<file path="src/rtl/key_debouncer.sv">
// rtl/key_debouncer.sv - two-key synchronizer, debounce filter and press/release/long-press pulse generator
module key_debouncer #(
   parameter int DEBOUNCE_CYCLES   = 1000000,
   parameter int LONG_PRESS_CYCLES = 50000000
) (
   input  logic       Clock,
   input  logic       Reset,
   input  logic [1:0] KEY,
   output logic [1:0] key_level,
   output logic [1:0] key_press,
   output logic [1:0] key_release,
   output logic [1:0] key_long
);

   localparam int DW = $clog2(DEBOUNCE_CYCLES + 1);
   localparam int LW = $clog2(LONG_PRESS_CYCLES + 1);
   localparam logic [DW-1:0] DB_LAST = DW'(DEBOUNCE_CYCLES - 1);
   localparam logic [LW-1:0] LP_LAST = LW'(LONG_PRESS_CYCLES - 1);
   localparam logic [DW-1:0] DB_ONE  = DW'(1);
   localparam logic [LW-1:0] LP_ONE  = LW'(1);

   // Keys are active-low; invert on entry so everything downstream reads 1 = pressed.
   logic [1:0] sync_meta;
   logic [1:0] sync;

   always_ff @(posedge Clock) begin
      if (Reset) begin
         sync_meta <= 2'b00;
         sync      <= 2'b00;
      end else begin
         sync_meta <= ~KEY;
         sync      <= sync_meta;
      end
   end

   for (genvar i = 0; i < 2; i++) begin : g_key
      logic [DW-1:0] db_cnt;
      logic [LW-1:0] lp_cnt;
      logic          fired;
      logic          level;
      logic          press;
      logic          release_p;
      logic          long_p;
      logic          accept;

      assign accept = (sync[i] != level) && (db_cnt == DB_LAST);

      always_ff @(posedge Clock) begin
         if (Reset) begin
            db_cnt    <= '0;
            lp_cnt    <= '0;
            fired     <= 1'b0;
            level     <= 1'b0;
            press     <= 1'b0;
            release_p <= 1'b0;
            long_p    <= 1'b0;
         end else begin
            press     <= accept && !level;
            release_p <= accept && level;
            long_p    <= 1'b0;

            if (sync[i] == level) begin
               db_cnt <= '0;
            end else if (accept) begin
               db_cnt <= '0;
               level  <= ~level;
            end else begin
               db_cnt <= db_cnt + DB_ONE;
            end

            // An accepted release wins over a threshold hit on the same edge.
            if (accept) begin
               lp_cnt <= '0;
               fired  <= 1'b0;
            end else if (level && !fired) begin
               if (lp_cnt == LP_LAST) begin
                  long_p <= 1'b1;
                  fired  <= 1'b1;
               end else begin
                  lp_cnt <= lp_cnt + LP_ONE;
               end
            end
         end
      end

      assign key_level[i]   = level;
      assign key_press[i]   = press;
      assign key_release[i] = release_p;
      assign key_long[i]    = long_p;
   end

endmodule

</file>
<file path="config.mk">
export PLATFORM = sky130hd
export DESIGN_NAME = key_debouncer
export DESIGN_NICKNAME = d
export VERILOG_FILES = /design/src/rtl/key_debouncer.sv
export SDC_FILE = /design/constraint.sdc
export NUM_CORES = 1
export LEC_CHECK = 0
export CAP_MARGIN = 15
export CORE_MARGIN = 4
export CORE_UTILIZATION = 40
export DETAILED_ROUTE_END_ITERATION = 10
export DONT_BUFFER_PORTS = 1
export PLACE_DENSITY_LB_ADDON = 0.08
export SKIP_CTS_REPAIR_TIMING = 1
export SYNTH_ARGS = -nofsm -noshare
export SYNTH_HDL_FRONTEND = slang
export SYNTH_SLANG_ARGS = --single-unit
</file>
<file path="constraint.sdc">
create_clock -name Clock -period 3.23 [get_ports Clock]
set_input_delay 0.646 -clock Clock [delete_from_list [all_inputs] [get_ports Clock]]
set_output_delay 0.646 -clock Clock [all_outputs]
set_load 0.02 [all_outputs]
</file>
# Word level (Yosys, flattened, before mapping)
# Cells that the tools add are included.
# op_classes
n_eq_ne	8
reduce_logical	24
addsub	4
n_bitwise	9
n_mux	2
# ops
operator	count
26-bit by 1-bit adder with 26-bit output (second input constant)	2
26-bit == test (second input constant)	2
20-bit by 1-bit adder with 20-bit output (second input constant)	2
20-bit == test (second input constant)	2
2-bit AND reduction	6
3-bit OR reduction	4
1-bit logical AND	8
1-bit NOT	8
1-bit logical NOT	4
2-bit OR reduction	2
1-bit == test	2
1-bit two-way mux	2
1-bit inequality test	2
2-bit NOT	1
# word_totals
wordCells	63
ff_bits	106
inputBits	4

# Logic depth before layout (Yosys ltp)
# Gate-level depths: netlist of run 1.
# depth
depth_word	4
depth_mapped	8

# Least setup slack after synthesis of run 1
# Ideal clock, no wire load.
# synth_path
path_kind	reg-to-reg
start	register g_key[1].db_cnt[0]
end	register g_key[1].fired
path_stages_with_launch	8
setup_slack_ps	1461
synth_period_minus_slack_ps	1769
t_arrival_ps	1652
required_ps	3113
cell_sequence	dfxtp_1 > ha_1 > nand4_1 > or2_1 > o31ai_1 > buf_2 > buf_2 > nor2_1
# synth_between
elab_chain_cells	3
# synth_rtl
element	line	rtl
from (decl)	37	logic [DW-1:0] db_cnt;
from (signal assigned)	68	db_cnt <= db_cnt + DB_ONE;
20-bit == test	46	assign accept = (sync[i] != level) && (db_cnt == DB_LAST);
1-bit logical AND	46	
2-bit OR reduction (no line)	--	
to (signal assigned)	52	fired <= 1'b0;
to (signal assigned)	74	fired <= 1'b0;
to (signal assigned)	78	fired <= 1'b1;
to (decl)	39	logic fired;
# Every way passes these cells.
# A chain may end at the register's enable or synchronous reset.

# Worst setup path in the final report of run 1
# layout_path
start	register g_key[1].db_cnt[0]
end	register g_key[1].db_cnt[18]
# layout_between
elab_chain_cells	3
word_cells_on_any_way	4
# layout_rtl
element
parallel branches: the longest is 3 deep, another holds 20-bit by 1-bit adder with 20-bit output
# Parallel ways; which one is timed is not known.

==> metrics, run 1 <==
Worst setup startpoint=g_key[1].db_cnt[0]; All-Layer GR Usage=14.1%; via count=3538; Post-DP HPWL=6310 um; synthesis-stage register bit count=106; MaxCap Viol Count=0; syn_area_per_cell=8.87 sq um; Worst setup SP type=flop; largest net degree at the start of global routing=29; Max Slew Vio Count=0; Reg clk slew, reported paths=0.07 ns; CP max FO=20; reg2reg start=g_key[1].db_cnt[0]; Top FF cell, synth=dfxtp_1; compound-cell area share of the yosys netlist=4.90%; TritonCTS clock tree=built; Setup crit end=g_key[1].db_cnt[18]; worst hold-check path type=in2reg; share of post-route cells with drive strength above 1=5.40%; Mapped Area=4800 sq um; reg2reg setup slack=0.99 ns; number of synthesized flops with an enable pin=0; crit path cell chain=ha_1 -> nand4_1 -> or2_1 -> o31ai_4 -> nand2b_1 -> nor2_1; DR iter-0 viols=170; clk_skew=0.00966 ns; setup TNS=0 ns; number of buffers created by CTS=9; CP endpoint kind=flop; multiplexer share of the synthesized area=0.209%; largest family of logic cells by synthesized area=simple AND/OR/NAND/NOR gates; clock latency at the later pin of the worst-skew pair=0.35 ns; vias in the first global route=3379; total length of routed wires=9130 um; CTS Buffer Depth=2; filler instances=1143; H-tree depth=3; clock root buffer=clkbuf_16; leak pwr=1.72 nW; total grt overflow=0; Crit Reg-Reg Endpoint=g_key[1].db_cnt[18]; power density over the cells=458 nW/um^2; Diodes inserted=0; Area after DPL=4880 sq um; initial antenna violation count=0; adder-cell share of the synthesized area=1.04%; RSZ-0062 raised after global routing=no; syn_nets=549; Die Area=13800 sq um; post-layout util=44.5%; final net count=540; Worst path slowest cell=nand2b_1; max incr delay on CP=0.63 ns; asr flop ratio synth=0%; Die Wd=118 um; first-pass GRT wire length=16200 um; final hold viol count=0; status=completed; Final Power=2.36 mW; count of distinct cell types in the synthesized netlist=45; DRC errors left=0; post-synthesis sequential area ratio=44.2%; die height=118 um; Crit Path Category=reg2reg; CTS Sinks=106; Max-slew headroom=48.6%; Vias/cell=5.20; io pins=12; Worst Path Arrival=2.46 ns; post-synthesis xor/xnor area fraction=14.4%; Final ANT Viol Nets=0; Gate Count Post-Synth=541; Crit path required time=3.44 ns; Simple-Gate Fraction of Synth Area=32.0%; Core ar.=11600 sq um; IO Port Bufs=0; Pre-antenna DRT Iters=4; gpl congestion=0.798; final setup vio count=0; fin area=5150 sq um; minimum clock period=2.24 ns; worst r2r path cells=6; average wire per cell in the routed design=13.4 um; fin crit share=69.4%; Ys Warns=0; area delta synth->final=7.30%; maximum vdd drop=0.000355 V; Initial Utilization=41.5%; fmax=446 MHz; # rows=39; Worst Max-Slew Pin Slew=0.766 ns
routing by layer:
metal | vias up | share of wire (%) | global-route usage, %
li1 | 1855 | - | -
met1 | 1640 | 50 | 18.4
met2 | 33 | 45 | 22.1
met3 | 10 | 3.0 | 4.18
met4 | 0 | 1.6 | 5.05
met5 | - | 0 | 0
power by group:
part,switching [mW],internal (mW),total [mW]
combinational,0.0177,0.00476,0.0224
clock,0.497,0.531,1.03
sequential,0.00148,1.31,1.31
total,0.516,1.84,2.36
flip-flops by register name (all words and copies together), names as in the netlist:
register         flops
g_key.fired          2
g_key.lp_cnt        52
g_key.level          2
g_key.press          2
sync_meta            2
g_key.db_cnt        40
g_key.long_p         2
sync                 2
g_key.release_p      2
worst max-delay path: cells and delay by family, from the launching register on:
kind | cells | cell delay (ns)
compound gates | 1 | 0.26
fa+ha+maj | 1 | 0.23
flops | 1 | 0.38
simple gates | 4 | 1.23
cells in the final DEF, fill, tap and decap left out, drive strengths merged, types with 7 or more instances in the layout:
| master | n |
|---|---|
| and3 | 22 |
| nand2 | 28 |
| xor2 | 50 |
| nand3 | 39 |
| clkbuf | 11 |
| and4 | 7 |
| nor3 | 13 |
| o21ai | 7 |
| xnor2 | 29 |
| nor4 | 15 |
| nand4 | 25 |
| nor2 | 101 |
| inv | 11 |
| a21oi | 13 |
| dfxtp | 106 |
cell families (layout without fill, tap and decap cells):
kind of cell | after synthesis | in the layout
AOI/OAI and AO/OA | 36 | 36
and+or+nand+nor | 285 | 285
xor gates and xnor gates | 79 | 79
muxes | 1 | 1
buffers and inverters | 30 | 26
adders and majority gates | 4 | 4
DFF | 106 | 106
layout make-up:
class / count / area [sq um] / share of cell area, %
flip-flops and latches: 106 / 2120 / 41.2
multi-input cells: 405 / 2530 / 49.2
well taps: 143 / 179 / 3.48
clock inverters: 5 / 38.8 / 0.754
repair buffers: 1 / 7.51 / 0.146
inverters: 9 / 33.8 / 0.656
clock buffers: 11 / 233 / 4.52
synth_stat cells, types with 2 or more instances:
cell,n,area [sq um]
nand3_1,38,190
and3_1,22,138
nand2b_1,2,12.5
nor2b_1,4,25.0
clkbuf_1,3,11.3
buf_4,8,60.1
and2_1,2,12.5
nor4bb_1,4,40.0
o21ai_1,3,15.0
nand4_1,25,156
nor4_1,9,56.3
or4_1,5,37.5
nor4_2,3,37.5
nor4_4,3,63.8
or2_1,4,25.0
and4_1,7,61.3
buf_2,10,50.1
o21a_1,5,37.5
nor3b_1,2,15.0
nor3_1,13,65.1
o21ai_0,2,10.0
xnor2_1,29,254
a21oi_1,13,65.1
nor4b_1,4,35.0
o31ai_1,5,37.5
or3_1,4,25.0
o211ai_1,2,15.0
dfxtp_1,106,2120
xor2_1,50,438
nor2_1,101,379
or2_2,2,12.5
nand2_1,27,101
ha_1,4,50.1
inv_1,9,33.8
how the worst min path moves through the flow:
| stage | startpoint | end | slack [ns] | cells past startpoint |
|---|---|---|---|---|
| after floorplan | g_key[0].db_cnt[0] | g_key[0].db_cnt[0] | 0.41 | 1 |
| after global placement | g_key[0].db_cnt[0] | g_key[0].db_cnt[0] | 0.43 | 1 |
| after detailed placement | sync_meta[0] | sync[0] | 0.43 | 1 |
| after CTS | KEY[1] | sync_meta[1] | 0.33 | 1 |
| after global routing | KEY[1] | sync_meta[1] | 0.33 | 1 |
| final | KEY[1] | sync_meta[1] | 0.35 | 1 |
stage by stage:
step / hold slack (ns) / instances / setup slack, ns
after floorplan: 0.413 / 541 / 1.46
after global placement: 0.431 / 664 / 1.05
after detailed placement: 0.429 / 664 / 0.963
after CTS: 0.326 / 680 / 0.964
after global routing: 0.327 / 680 / 0.784
final: 0.346 / 680 / 0.988
No activity file was read; power rests on OpenSTA's default activity.
==> inputs of run 2 (changes only) <==
--- a/config.mk
+++ b/config.mk
@@ -5,6 +5,7 @@
 export SDC_FILE = /design/constraint.sdc
 export NUM_CORES = 1
 export LEC_CHECK = 0
+export ABC_AREA = 1
 export CAP_MARGIN = 15
 export CORE_MARGIN = 4
 export CORE_UTILIZATION = 40
==> constraint.sdc (replaced) <==
create_clock -name Clock -period 2.4 [get_ports Clock]
set_input_delay 0.48 -clock Clock [delete_from_list [all_inputs] [get_ports Clock]]
set_output_delay 0.48 -clock Clock [all_outputs]
set_load 0.02 [all_outputs]
==> metrics, run 2 <==
CP max FO=14; IO Port Bufs=0; Vias/cell=4.84; Die Wd=128 um; Final Power=3.43 mW; reg2reg setup slack=0.50 ns; power density over the cells=555 nW/um^2; Crit Reg-Reg Endpoint=g_key[1].level; Comb pwr share=1.2%; Mapped Area=5730 sq um; worst r2r path cells=8; most common cell after layout, fill and taps aside=nand2_1; Pre-antenna DRT Iters=5; count of distinct cell types in the synthesized netlist=31; Max Slew Vio Count=0; largest net degree at the start of global routing=25; syn_nets=907; H-tree depth=3; max FFs per register=52; Yosys top cell by area=dfxtp_1; Hold Path Stages=1; most common cell in the netlist=nand2_1; setup TNS=0 ns; reg2reg start=g_key[1].db_cnt[0]; Crit Path Category=reg2reg; clk_skew=0.0102 ns; Yosys top cell area share=37.0%; number of buffers created by CTS=9; Synth top cells by count=nand2_1 (229), nor2_1 (195), dfxtp_1 (106), inv_1 (106), nand3_1 (77); post-layout util=44.3%; Gate Count Post-Synth=899; clock root buffer=clkbuf_16; share of post-route cells with drive strength above 1=5.56%; leak pwr=2.21 nW; max incr delay on CP=0.44 ns; Seq pwr share=51.4%; syn_area_per_cell=6.37 sq um; synthesis-stage register bit count=106; via count=5223; Worst Max-Slew Pin Slew=0.600 ns; sw frac=21.3%; average wire per cell in the routed design=11.9 um; Top reg by flops=g_key.lp_cnt; Max-slew headroom=60.0%; CP dominant cell by count=nand2_1; Clock power frac=47.4%; crit path cell chain=ha_1 -> nand2_1 -> inv_1 -> nand2_1 -> nor2_1 -> nand4_1 -> nand2_1 -> o21ai_0; first-pass GRT wire length=22000 um; fin crit share=79.2%; Int Pwr=2.70 mW; Worst setup SP type=flop; Reg clk slew, reported paths=0.07 ns; final hold viol count=0; Die Area=16300 sq um; Top FF cell, synth=dfxtp_1; post-synthesis sequential area ratio=37.0%; CTS Buffer Depth=2; Largest regs=g_key.lp_cnt (52), g_key.db_cnt (40); All-Layer GR Usage=16.4%; worst hold-check path type=in2reg; Diodes inserted=0; initial antenna violation count=0; gpl congestion=0.805; total length of routed wires=12800 um; Initial Utilization=41.1%; Worst path slowest cell=nand2_1; io pins=12; status=completed; final setup vio count=0; TritonCTS clock tree=built; MaxCap Viol Count=0; fin area=6180 sq um; CP endpoint kind=flop; Area after DPL=5860 sq um; Area contributors post-synth=dfxtp_1 (37%), nand2_1 (15%), nor2_1 (13%), inv_1 (6.9%), nand3_1 (6.7%); end of the worst hold path=sync_meta[0]; asr flop ratio synth=0%; Net Switching=0.731 mW; minimum clock period=1.90 ns; maximum vdd drop=0.000429 V; Crit path required time=2.61 ns; Final ANT Viol Nets=0; fmax=526 MHz; vias in the first global route=4796; DRC errors left=0; die height=128 um; clock latency at the later pin of the worst-skew pair=0.35 ns; commonest non-fill, non-tap cells in the layout=nand2_1 (229), nor2_1 (195), inv_1 (106), dfxtp_1 (106), nand3_1 (77); CTS Sinks=106; # rows=43; final net count=902; Core ar.=13900 sq um; total grt overflow=0; number of synthesized flops with an enable pin=0; RSZ-0062 raised after global routing=no; hold_sp=Reset; DR iter-0 viols=299; Post-DP HPWL=9640 um; Ys Warns=0; Worst Path Arrival=2.12 ns; area delta synth->final=7.82%
[run 2: per-layer routing]
metal / track usage (%) / wire, um
met2: 26.3 / 5640
met4: 4.12 / 123
met5: 0 / 0
met1: 22.4 / 6640
met3: 3.79 / 423
[run 2: worst max-delay path, delay by kind of cell (launching register included)]
family / cells / cell delay, ns
adders and majority gates: 1 / 0.19
buffers and inverters: 1 / 0.11
AOI/OAI and AO/OA: 1 / 0.16
and+or+nand+nor: 5 / 0.92
DFF: 1 / 0.40
[run 2: how the worst max path moves through the flow]
stage | from | endpoint | cells past startpoint
global route | g_key[1].db_cnt[0] | g_key[1].level | 8
floorplan | g_key[1].lp_cnt[0] | g_key[1].lp_cnt[4] | 9
CTS | g_key[1].db_cnt[0] | g_key[1].level | 8
global placement | g_key[1].level | g_key[1].lp_cnt[23] | 8
finish | g_key[1].db_cnt[0] | g_key[1].level | 8
detailed placement | g_key[1].db_cnt[0] | g_key[1].level | 8
[run 2: final cells by class]
type                    count  area, sq um
clock buffers              10          229
clock inverters             6         93.8
fillers                  1465         7760
inverters                 109          409
multi-input cells         663         3060
flip-flops and latches    106         2120
well taps                 180          225
repair buffers              5         37.5
[run 2: power by group through the flow]
stage                     registers, mW  logic (mW)  clock network [mW]
final                              1.76      0.0411                1.63
after floorplan                    1.80      0.0350                   0
after CTS                          1.76      0.0423                1.69
after detailed placement           1.80      0.0423                   0
after global placement             1.80      0.0418                   0
after global routing               1.76      0.0475                1.75
[run 2: logic make-up (layout without fill, tap and decap cells)]
group                      after synthesis  count (layout)  share of synthesized area (%)
DFF                                    106             106                           37.0
adders and majority gates                4               4                          0.873
and+or+nand+nor                        590             590                           44.5
AOI/OAI and AO/OA                       40              40                           3.58
xor gates and xnor gates                29              29                           4.43
buffers and inverters                  130             130                           9.54
[run 2: metrics by stage]
step	cells	hold slack, ns	worst slack [ns]
finish	1079	0.185	0.499
global route	1079	0.168	0.338
CTS	1079	0.169	0.494
detailed placement	1063	0.416	0.510
global placement	1063	0.425	0.611
floorplan	899	0.388	0.921
==> inputs of run 3 (changes only) <==
--- a/config.mk
+++ b/config.mk
@@ -5,7 +5,7 @@
 export SDC_FILE = /design/constraint.sdc
 export NUM_CORES = 1
 export LEC_CHECK = 0
-export ABC_AREA = 1
+export ABC_AREA = 0
 export CAP_MARGIN = 15
 export CORE_MARGIN = 4
 export CORE_UTILIZATION = 40
==> constraint.sdc (replaced) <==
create_clock -name Clock -period 1.6 [get_ports Clock]
set_input_delay 0.32 -clock Clock [delete_from_list [all_inputs] [get_ports Clock]]
set_output_delay 0.32 -clock Clock [all_outputs]
set_load 0.02 [all_outputs]
==> metrics, run 3 (synthesis gave the netlist of run 1 again) <==
sw frac=20.3%; Worst setup SP type=flop; reg2reg start=g_key[1].db_cnt[6]; DRC errors left=0; die height=118 um; Post-DP HPWL=7350 um; filler instances=1006; share of post-route cells with drive strength above 1=41.1%; io pins=12; RSZ-0062 raised after global routing=yes; total length of routed wires=11200 um; initial antenna violation count=0; clock root buffer=clkbuf_16; worst hold slack=0.0207 ns; Area after DPL=5860 sq um; minimum clock period=1.64 ns; CP endpoint kind=flop; maximum vdd drop=0.000734 V; All-Layer GR Usage=15.4%; fin area=6940 sq um; Crit path required time=1.85 ns; Worst Max-Slew Pin Slew=0.363 ns; reg2reg setup slack=-0.04 ns; vias in the first global route=3918; TritonCTS clock tree=built; Top reg by flops=g_key.lp_cnt; first-pass GRT wire length=17700 um; MaxCap Viol Count=0; leak pwr=2.60 nW; Die Wd=118 um; setup TNS=-0.643 ns; Max-slew headroom=75.7%; Crit Reg-Reg Endpoint=g_key[1].db_cnt[14]; IO Port Bufs=0; Setup crit end=g_key[1].db_cnt[14]; Placed Cells=780; Diodes inserted=0; Final Power=4.95 mW; final setup vio count=23; fin crit share=103%; CTS Buffer Depth=2; worst r2r path cells=6; Core ar.=11600 sq um; total grt overflow=0; power density over the cells=713 nW/um^2; Comb pwr share=2.4%; Seq pwr share=53.5%; Largest regs=g_key.lp_cnt (52), g_key.db_cnt (40); Int Pwr=3.94 mW; Pre-antenna DRT Iters=4; status=finished, violations left; largest net degree at the start of global routing=25; Initial Utilization=41.5%; Worst setup startpoint=g_key[1].db_cnt[6]; Final ANT Viol Nets=0; number of buffers created by CTS=9; average wire per cell in the routed design=13.8 um; Reg clk slew, reported paths=0.07 ns; Vias/cell=5.08; fmax=608 MHz; gpl congestion=0.781; fin worst setup slack=-0.0440 ns; most common cell after layout, fill and taps aside=buf_4; DR iter-0 viols=195; final hold viol count=0; Worst Path Arrival=1.90 ns; failing checks=negative setup slack; Max Slew Vio Count=0; Crit Path Category=reg2reg; Die Area=13800 sq um; final net count=671; CTS Sinks=106; Cell Count, Final, Fillers Out=810; via count=4111; clock latency at the later pin of the worst-skew pair=0.35 ns; max FFs per register=52; CP max FO=5; commonest non-fill, non-tap cells in the layout=buf_4 (110), nor2_1 (76), dfxtp_1 (74), xor2_1 (44), dfxtp_2 (31); worst hold-check path type=in2reg; area delta synth->final=44.7%; H-tree depth=3; Net Switching=1.00 mW; Clock power frac=44.1%; # rows=39; clk_skew=0.00597 ns
==> run 3: cell count changes in the layout (fill, tap and decap cells not counted), moves of 20 or more <==
cell / change
a21oi_1: -22
and3_1: +20
buf_4: +105
dfxtp_1: -32
dfxtp_2: +31
inv_1: -97
nand2_1: -203
nand3_1: -48
nor2_1: -119
xnor2_1: +23
xor2_1: +21
==> run 3: critical path: stages, from the launching register on <==
cell	delay, ns
dfxtp_1	0.33
nor4bb_2	0.30
nand2_1	0.16
o31ai_4	0.31
nand2b_4	0.23
clkbuf_16	0.18
nor2_2	0.04
==> run 3: power by group through the flow <==
stage	Sequential, mW	Combinational, mW	Clock (mW)
2_1_floorplan	2.71	0.0474	0
3_3_place_gp	2.71	0.0707	0
3_5_place_dp	2.71	0.0713	0
4_1_cts	2.64	0.0715	2.27
5_1_grt	2.64	0.126	2.38
6_report	2.65	0.119	2.18
==> run 3: how the worst min path moves through the flow <==
stage	start	endpoint	cells past startpoint
floorplan	KEY[1]	sync_meta[1]	1
global placement	Reset	sync_meta[0]	1
detailed placement	Reset	sync_meta[0]	1
CTS	Reset	sync_meta[0]	1
global route	KEY[1]	sync_meta[1]	1
finish	Reset	g_key[1].level	1
==> run 3: layout make-up <==
class	count	area (sq um)	area share [%]
multi-input combinational	405	3110	44.8
sequential	106	2160	31.2
timing repair buffer	132	1170	16.8
clock buffer	12	246	3.55
tap	143	179	2.58
clock inverter	3	40.0	0.577
inverter	9	33.8	0.487
==> run 3: metrics by stage <==
step           util (%)  setup WS (ns)
6_report           60.0        -0.0440
5_1_grt            60.0         -0.132
4_1_cts            53.2        -0.0630
3_5_place_dp       50.7        -0.0399
3_3_place_gp       50.7        -0.0841
2_1_floorplan         -      -0.000759
==> run 3: layer usage <==
| metal | GRT usage [%] | share of wire (%) | vias to the layer above |
|---|---|---|---|
| met5 | 0 | 0 | - |
| li1 | - | - | 2110 |
| met2 | 23.6 | 48 | 32 |
| met1 | 20.5 | 48 | 1960 |
| met3 | 4.66 | 3.1 | 9 |
| met4 | 5.42 | 1.1 | 0 |
